===== config.mk =====
export PLATFORM = sky130hd
export DESIGN_NAME = fp_div_seq
export DESIGN_NICKNAME = d
export VERILOG_FILES = /design/src/rtl/fp_div_seq.sv
export SDC_FILE = /design/constraint.sdc
export NUM_CORES = 1
export LEC_CHECK = 0
export BUFFER_PORTS_ARGS = -buffer_cell sky130_fd_sc_hd__buf_2
export CAP_MARGIN = 10
export CORE_ASPECT_RATIO = 1.2
export CORE_MARGIN = 1.5
export CORE_UTILIZATION = 54
export CTS_CLUSTER_DIAMETER = 120
export DETAILED_ROUTE_END_ITERATION = 10
export PLACE_DENSITY_LB_ADDON = 0.25
export REMOVE_ABC_BUFFERS = 1
export SYNTH_ARGS = -nofsm -noshare
export SYNTH_HDL_FRONTEND = slang
export SYNTH_SLANG_ARGS = --single-unit

===== constraint.sdc =====
create_clock -name clk -period 5.8 [get_ports clk]
set_input_delay 1.16 -clock clk [delete_from_list [all_inputs] [get_ports clk]]
set_output_delay 1.16 -clock clk [all_outputs]
set_load 0.02 [all_outputs]

===== src/rtl/fp_div_seq.sv =====
// fp_div_seq: sequential IEEE-754 single-precision divider, restoring radix-2, one quotient bit per cycle
module fp_div_seq #(
  parameter logic [31:0] CANON_NAN = 32'h7FC00000,
  parameter int          QBITS     = 26
) (
  input  logic        clk,
  input  logic        rst_n,
  input  logic        start,
  input  logic [31:0] fp_X,
  input  logic [31:0] fp_Y,
  input  logic [2:0]  r_mode,
  output logic        busy,
  output logic        done,
  output logic [31:0] fp_Z,
  output logic        ovrf,
  output logic        udrf,
  output logic        zer,
  output logic        inf,
  output logic        nan
);
  typedef enum logic [2:0] {IDLE, PREP, ITER, ROUND, DONE} state_t;
  state_t state, nxt;
  logic [31:0] a, b;
  logic [2:0] rm;
  logic [24:0] rem, my;
  logic [25:0] q;
  logic [4:0] cnt;
  logic signed [9:0] e, er;
  logic sgn, za, zb, na, nb, ia, ib, is_nan, is_inf, is_zer, special;
  logic ge, n, g, s, inc, ovf, unf;
  logic [23:0] nr, mant, sum;
  logic [31:0] res_z;
  logic [4:0] res_f;
  assign sgn = a[31] ^ b[31];
  assign za = a[30:23] == 8'h00;
  assign zb = b[30:23] == 8'h00;
  assign na = &a[30:23] & |a[22:0];
  assign nb = &b[30:23] & |b[22:0];
  assign ia = &a[30:23] & ~|a[22:0];
  assign ib = &b[30:23] & ~|b[22:0];
  assign is_nan = na | nb | (za & zb) | (ia & ib);
  assign is_inf = ~is_nan & (ia | zb);
  assign is_zer = ~is_nan & ~is_inf & (za | ib);
  assign special = is_nan | is_inf | is_zer;
  assign my = {2'b01, b[22:0]};
  assign ge = rem >= my;
  assign nr = 24'(ge ? rem - my : rem);
  assign n = q[25];
  assign mant = n ? q[25:2] : q[24:1];
  assign g = n ? q[1] : q[0];
  assign s = (n & q[0]) | |rem;
  // sum wraps to 0 only on carry-out; otherwise its msb is the hidden 1
  assign sum = mant + 24'(inc);
  assign er = e - 10'(~n) + 10'(~sum[23]);
  assign ovf = er >= 10'sd255;
  assign unf = er <= 10'sd0;
  assign busy = state == PREP || state == ITER || state == ROUND;
  assign done = state == DONE;
  always_comb begin
    inc = rm == 3'd1 ? 1'b0 : rm == 3'd2 ? sgn & (g | s) : rm == 3'd3 ? ~sgn & (g | s) :
          rm == 3'd4 ? g : g & (s | mant[0]);
    res_z = state == PREP ? (is_nan ? CANON_NAN : is_inf ? {sgn, 8'hFF, 23'h0} : {sgn, 31'h0}) :
            ovf ? {sgn, 8'hFF, 23'h0} : unf ? {sgn, 31'h0} : {sgn, er[7:0], sum[22:0]};
    res_f = state == PREP ? {2'b00, is_zer, is_inf, is_nan} : {ovf, ~ovf & unf, ~ovf & unf, ovf, 1'b0};
  end
  always_comb begin
    nxt = state;
    case (state)
      IDLE:    nxt = start ? PREP : IDLE;
      PREP:    nxt = special ? DONE : ITER;
      ITER:    nxt = cnt == 5'(QBITS - 1) ? ROUND : ITER;
      ROUND:   nxt = DONE;
      default: nxt = start ? PREP : IDLE;
    endcase
  end
  always_ff @(posedge clk or negedge rst_n)
    if (!rst_n) state <= IDLE;
    else state <= nxt;
  always_ff @(posedge clk or negedge rst_n)
    if (!rst_n) begin
      a <= '0;
      b <= '0;
      rm <= '0;
      rem <= '0;
      q <= '0;
      cnt <= '0;
      e <= '0;
    end else begin
      if (start && !busy) begin
        a <= fp_X;
        b <= fp_Y;
        rm <= r_mode;
      end
      if (state == PREP) begin
        rem <= {2'b01, a[22:0]};
        q <= '0;
        cnt <= '0;
        e <= 10'(a[30:23]) - 10'(b[30:23]) + 10'sd127;
      end
      if (state == ITER) begin
        q <= {q[24:0], ge};
        rem <= {nr, 1'b0};
        cnt <= cnt + 5'd1;
      end
    end
  always_ff @(posedge clk or negedge rst_n)
    if (!rst_n) {fp_Z, ovrf, udrf, zer, inf, nan} <= '0;
    else if ((state == PREP && special) || state == ROUND) {fp_Z, ovrf, udrf, zer, inf, nan} <= {res_z, res_f};
endmodule


==> impl_metrics.csv, run 1 <==
group,metric,value,unit
synth,synth_flop_cell,"dfrtp_1",
synth,synth_area,10600,um2
pwr,combPwrFrac,58.4,%
synth,ys_ff_latch,173,
finish,drive_above_1_share,24.2,%
global_routing,track_usage,26.2,%
detailed_routing,vias,8857,
finish,finalNetCount,1309,
setup_path,crit_type,"reg2reg",
timing,fmax,181,MHz
cts,root_buffer,"clkbuf_16",
worst_hold_path,hp-class,"reg2reg",
setup_path,critical_path_peak_fanout,11,
cts,clk_latency,0.44,ns
global_routing,grt_pass1_wl,42200,um
global_routing,antenna_found_initial,0,
pwr,switching_share,46.6,%
setup_path,end_kind,"flip-flop",
die,die_h,157,um
timing,slew_headroom,17.2,%
global_routing,grt_max_degree,93,
setup_path,required,6.13,ns
place,preCtsSetupSlack,-0.298,ns
finish,fin_util,62.7,%
cts,clk_pin_slew_worst_paths,0.07,ns
detailed_routing,dr.pass1.iters,5,
pwr,internal_power,4.28,mW
place,place_congestion,0.915,
timing,fin_crit,5.53,ns
detailed_routing,remaining_drc_errors,0,
timing,fin_hold_ws,0.467,ns
timing,tightest_slew,1.24,ns
pwr,sequentialPowerShare,27.4,%
die,fp.coreArea,19400,um2
setup_path,reg2reg_slack,0.27,ns
cts,cts_tree,"yes",
detailed_routing,final_antenna_net_count,0,
detailed_routing,avgViaCountPerCell,6.05,
global_routing,first_global_vias,8612,
finish,antenna_cells,0,
cts,clockBufferDepth,2,
setup_path,cpPeakStageDelay,0.46,ns
timing,skew,0.00940,ns
timing,slew_viol_final,0,
timing,min_period_over_period,95.4,%
timing,tns,0,ns
cts,clock_sinks,173,
die,start_util,54.8,%
cts,cts_max_level,4,
timing,setup_slack,0.266,ns
detailed_routing,dr.first_iter.drc_count,554,
place,dpl-instance-area,11400,um2
global_routing,grt-ovfl-total,0,
setup_path,critPathLaunchType,"flip-flop",
pwr,power,8.01,mW
finish,stdcell_count,1464,
place,io_buffers,108,
finish,final_area,12200,um2
synth,yosysSeqAreaShare,40.7,%
synth,async_reset_ff_share,100,%
cts,cts_buffers,17,
timing,setup_viol,0,
setup_path,crit_slowest_cell,"dfrtp_2",
finish,synthToLayoutAreaGrowth,14.5,%
synth,syn_area_per_cell,9.67,um2
place,hpwl,18100,um
die,die_area,20500,um2
synth,synth_edf_count,0,
pwr,clockPowerShare,14.2,%
synth,synth_cells,1099,
die,die_x,131,um
pwr,p_per_area,658,nW/um2
detailed_routing,post_drt_wl_per_cell,17.9,um
die,io_pins,109,
place,placed_cells,1424,
synth,ys_warn_count,0,
setup_path,cp.arrival,5.87,ns
run_status,status,"finished clean",
detailed_routing,wirelength,26300,um
timing,hold_violations,0,
finish,layout_commonest_cell,"dfrtp_1",
pwr,switchingPower,3.73,mW
finish,mostFrequentLayoutCells,"170 x dfrtp_1, 123 x nand2_1, 107 x buf_2",
die,rows,56,
pwr,ir_drop,0.306,mV
pwr,power.leakage,5.47,nW
flow_run,cap_violations,0,
synth,yosys.cell_types.count,79,
## power groups by stage
stage / sequential [mW] / combinational, mW / clock [mW]
after floorplan: 2.11 / 3.43 / 0
after global placement: 2.15 / 4.43 / 0
after CTS: 2.16 / 4.57 / 1.16
after detailed placement: 2.18 / 4.48 / 0
after global routing: 2.26 / 5.12 / 1.22
final: 2.19 / 4.68 / 1.14
## layer usage
layer / part of all wire (%) / vias up / track usage, %
met5: 0 / - / 0
met4: 2.6 / 0 / 10.7
met3: 5.0 / 62 / 4.51
met2: 50 / 303 / 44.6
met1: 42 / 4298 / 32.6
li1: - / 4194 / -
## timing repair
item | 4_1_cts | 5_1_grt
hold buffers | 0 | 0
endpoints found under the setup margin | 22 | 32
pin swaps | 2 | 7
gates resized for setup | 3 | 19
buffers inserted | 3 | 4
cloned | 1 | 0
## registers in the layout (all words and copies together) (netlist names), 3 cells and up
signal  cells
rem        25
state       3
a          32
q          26
e          10
b          32
fp_Z       32
rm          3
cnt         5
## Yosys cell counts, drive strengths merged, types with 11 or more instances
library cell    n  area [um2]
a211oi         25         193
a21o           15         113
a21oi          47         243
a22o           45         394
and2           11        68.8
and3           23         144
buf            14        90.1
clkbuf         50         188
dfrtp         173        4330
ha             46         576
inv            56         210
mux2           71         800
mux2i          13         130
nand2         125         472
nand3          28         140
nand4          16         100
nor2           43         164
nor2b          14        87.6
nor3           30         150
nor4           37         297
o21ai          41         205
xnor2          34         298
xor2           28         245
## path summary, 6_finish.rpt
check | startpoint | to | cells past startpoint
hold reg to reg | ovrf | ovrf | 2
hold / removal | ovrf | ovrf | 2
max in group asynchronous | rst_n | rem[2] | 2
setup / recovery | rem[16] | fp_Z[12] | 30
min in group asynchronous | rst_n | e[7] | 1
setup reg to reg | rem[16] | fp_Z[12] | 30
## logic make-up (layout without fill, tap and decap cells)
logic type,Yosys count,in the layout,share of synthesized area [%]
DFF,173,173,40.7
xor gates and xnor gates,62,62,5.11
AOI/OAI and AO/OA,253,253,17.4
adders and majority gates,49,49,5.98
buffers and inverters,121,224,4.63
muxes,84,84,8.75
and+or+nand+nor,357,358,17.4
## cell type report
class	count	area [um2]
Inverter	57	214
Multi-Input combinational cell	806	5950
Timing Repair Buffer	135	762
Fill cell	1670	7240
Clock inverter	15	154
Tap cell	261	327
Sequential cell	173	4330
Clock buffer	17	425
## worst max-delay path, delay by kind of cell, from the launching register on
kind,cells,cell delay (ns)
adder cells (fa/ha/maj),4,1.02
buffers and inverters,4,0.46
AND/OR/NAND/NOR,12,1.95
AO/OA/AOI/OAI,10,1.52
flip-flops,1,0.46
No activity file was read; power rests on OpenSTA's default activity.
==> run 2, diff against run 1 <==
--- a/config.mk
+++ b/config.mk
@@ -9,7 +9,7 @@
 export CAP_MARGIN = 10
 export CORE_ASPECT_RATIO = 1.2
 export CORE_MARGIN = 1.5
-export CORE_UTILIZATION = 54
+export CORE_UTILIZATION = 49
 export CTS_CLUSTER_DIAMETER = 120
 export DETAILED_ROUTE_END_ITERATION = 10
 export PLACE_DENSITY_LB_ADDON = 0.25
==> impl_metrics.csv, run 2 (same netlist as run 1, synthesis figures left out) <==
group,metric,value,unit
die,die_area,22600,um2
detailed_routing,vias,8742,
pwr,combPwrFrac,58.4,%
cts,cts_tree,"yes",
finish,antenna_cells,0,
finish,fin_util,58.3,%
setup_path,required,6.14,ns
pwr,ir_drop,0.358,mV
timing,skew,0.0107,ns
timing,hold_violations,0,
run_status,status,"finished clean",
timing,tns,0,ns
global_routing,grt_pass1_wl,42100,um
pwr,sequentialPowerShare,26.9,%
die,start_util,50.3,%
die,fp.coreArea,21100,um2
die,die_h,164,um
place,io_buffers,108,
detailed_routing,final_antenna_net_count,0,
detailed_routing,dr.first_iter.drc_count,604,
setup_path,end_kind,"flip-flop",
cts,cts_buffers,17,
pwr,p_per_area,658,nW/um2
cts,clk_pin_slew_worst_paths,0.08,ns
setup_path,crit_type,"reg2reg",
finish,mostFrequentLayoutCells,"170 x dfrtp_1, 123 x nand2_1, 107 x buf_2",
pwr,internal_power,4.35,mW
timing,setup_viol,0,
setup_path,crit_slowest_cell,"dfrtp_2",
setup_path,cp.arrival,5.82,ns
detailed_routing,wirelength,25800,um
worst_hold_path,hp-class,"reg2reg",
cts,root_buffer,"clkbuf_16",
timing,fin_crit,5.48,ns
cts,clock_sinks,173,
setup_path,r2r_start,"rem[2]",
pwr,power,8.10,mW
finish,finalNetCount,1316,
cts,cts_max_level,4,
finish,multi_input_area,5970,um2
place,placed_cells,1438,
place,hpwl,18100,um
die,io_pins,109,
setup_path,critical_path_peak_fanout,11,
cts,clk_latency,0.45,ns
finish,stdcell_count,1480,
flow_run,cap_violations,0,
global_routing,antenna_found_initial,0,
detailed_routing,dr.pass1.iters,5,
cts,postCtsHoldBufs,0,
place,place_congestion,0.876,
setup_path,cpPeakStageDelay,0.44,ns
finish,final_area,12300,um2
pwr,switching_share,46.3,%
timing,fmax,182,MHz
finish,fillers,1842,
timing,slew_viol_final,0,
timing,min_period_over_period,94.5,%
cts,clockBufferDepth,2,
die,die_x,137,um
global_routing,track_usage,23.9,%
pwr,clockPowerShare,14.7,%
setup_path,reg2reg_slack,0.32,ns
detailed_routing,avgViaCountPerCell,5.91,
setup_path,startpoint,"rem[2]",
timing,tightest_slew,1.28,ns
finish,drive_above_1_share,25.1,%
setup_path,critPathLaunchType,"flip-flop",
detailed_routing,remaining_drc_errors,0,
worst_hold_path,worstHoldStart,"ovrf",
finish,regArea,4330,um2
global_routing,grt_max_degree,96,
pwr,switchingPower,3.75,mW
place,dpl-instance-area,11500,um2
timing,slew_headroom,14.9,%
finish,synthToLayoutAreaGrowth,15.9,%
finish,layout_commonest_cell,"dfrtp_1",
global_routing,grt-ovfl-total,0,
detailed_routing,post_drt_wl_per_cell,17.4,um
global_routing,first_global_vias,8458,
pwr,power.leakage,5.53,nW
die,rows,58,
run 2: path summary, 6_finish.rpt:
path,to,cells after the start
max in group asynchronous,rem[2],2
max,fp_Z[12],30
min in group asynchronous,a[9],1
min reg2reg,ovrf,2
max reg2reg,fp_Z[12],30
min,ovrf,2
run 2: metal layers:
layer	vias to the layer above	track usage [%]	part of all wire [%]
met1	4207	30.5	44
met5	-	0	0
met4	0	9.67	2.8
met2	257	39.9	49
li1	4222	-	-
met3	56	4.41	4.7
run 2: cell type report:
| type | count | share of cell area (%) |
|---|---|---|
| Multi-Input combinational cell | 806 | 48.5 |
| Sequential cell | 173 | 35.2 |
| Timing Repair Buffer | 142 | 6.80 |
| Clock buffer | 17 | 3.45 |
| Tap cell | 270 | 2.74 |
| Inverter | 57 | 1.74 |
| Clock inverter | 15 | 1.59 |
run 2: stage by stage:
step	worst slack, ns	hold WS [ns]
2_1_floorplan	-0.597	0.452
3_3_place_gp	-0.0751	0.453
5_1_grt	-0.0176	0.492
3_5_place_dp	-0.224	0.457
6_report	0.319	0.472
4_1_cts	0.0513	0.474
run 2: worst max-delay path, delay by kind of cell (launching register included):
kind / cells / cell delay (ns)
flops: 1 / 0.44
simple gates: 12 / 1.93
fa+ha+maj: 4 / 1.01
compound gates: 10 / 1.54
buf+inv: 4 / 0.44
run 2: power by group through the flow:
stage | clock network, mW | logic [mW] | registers (mW)
2_1_floorplan | 0 | 3.43 | 2.11
3_3_place_gp | 0 | 4.51 | 2.15
3_5_place_dp | 0 | 4.54 | 2.17
4_1_cts | 1.21 | 4.63 | 2.15
5_1_grt | 1.27 | 5.23 | 2.25
6_report | 1.19 | 4.73 | 2.18
run 2: repair_timing:
action,4_1_cts,5_1_grt
gates resized for setup,3,25
pin swaps,2,5
buffers inserted,3,5
cloned,1,0
endpoints found under the setup margin,22,35
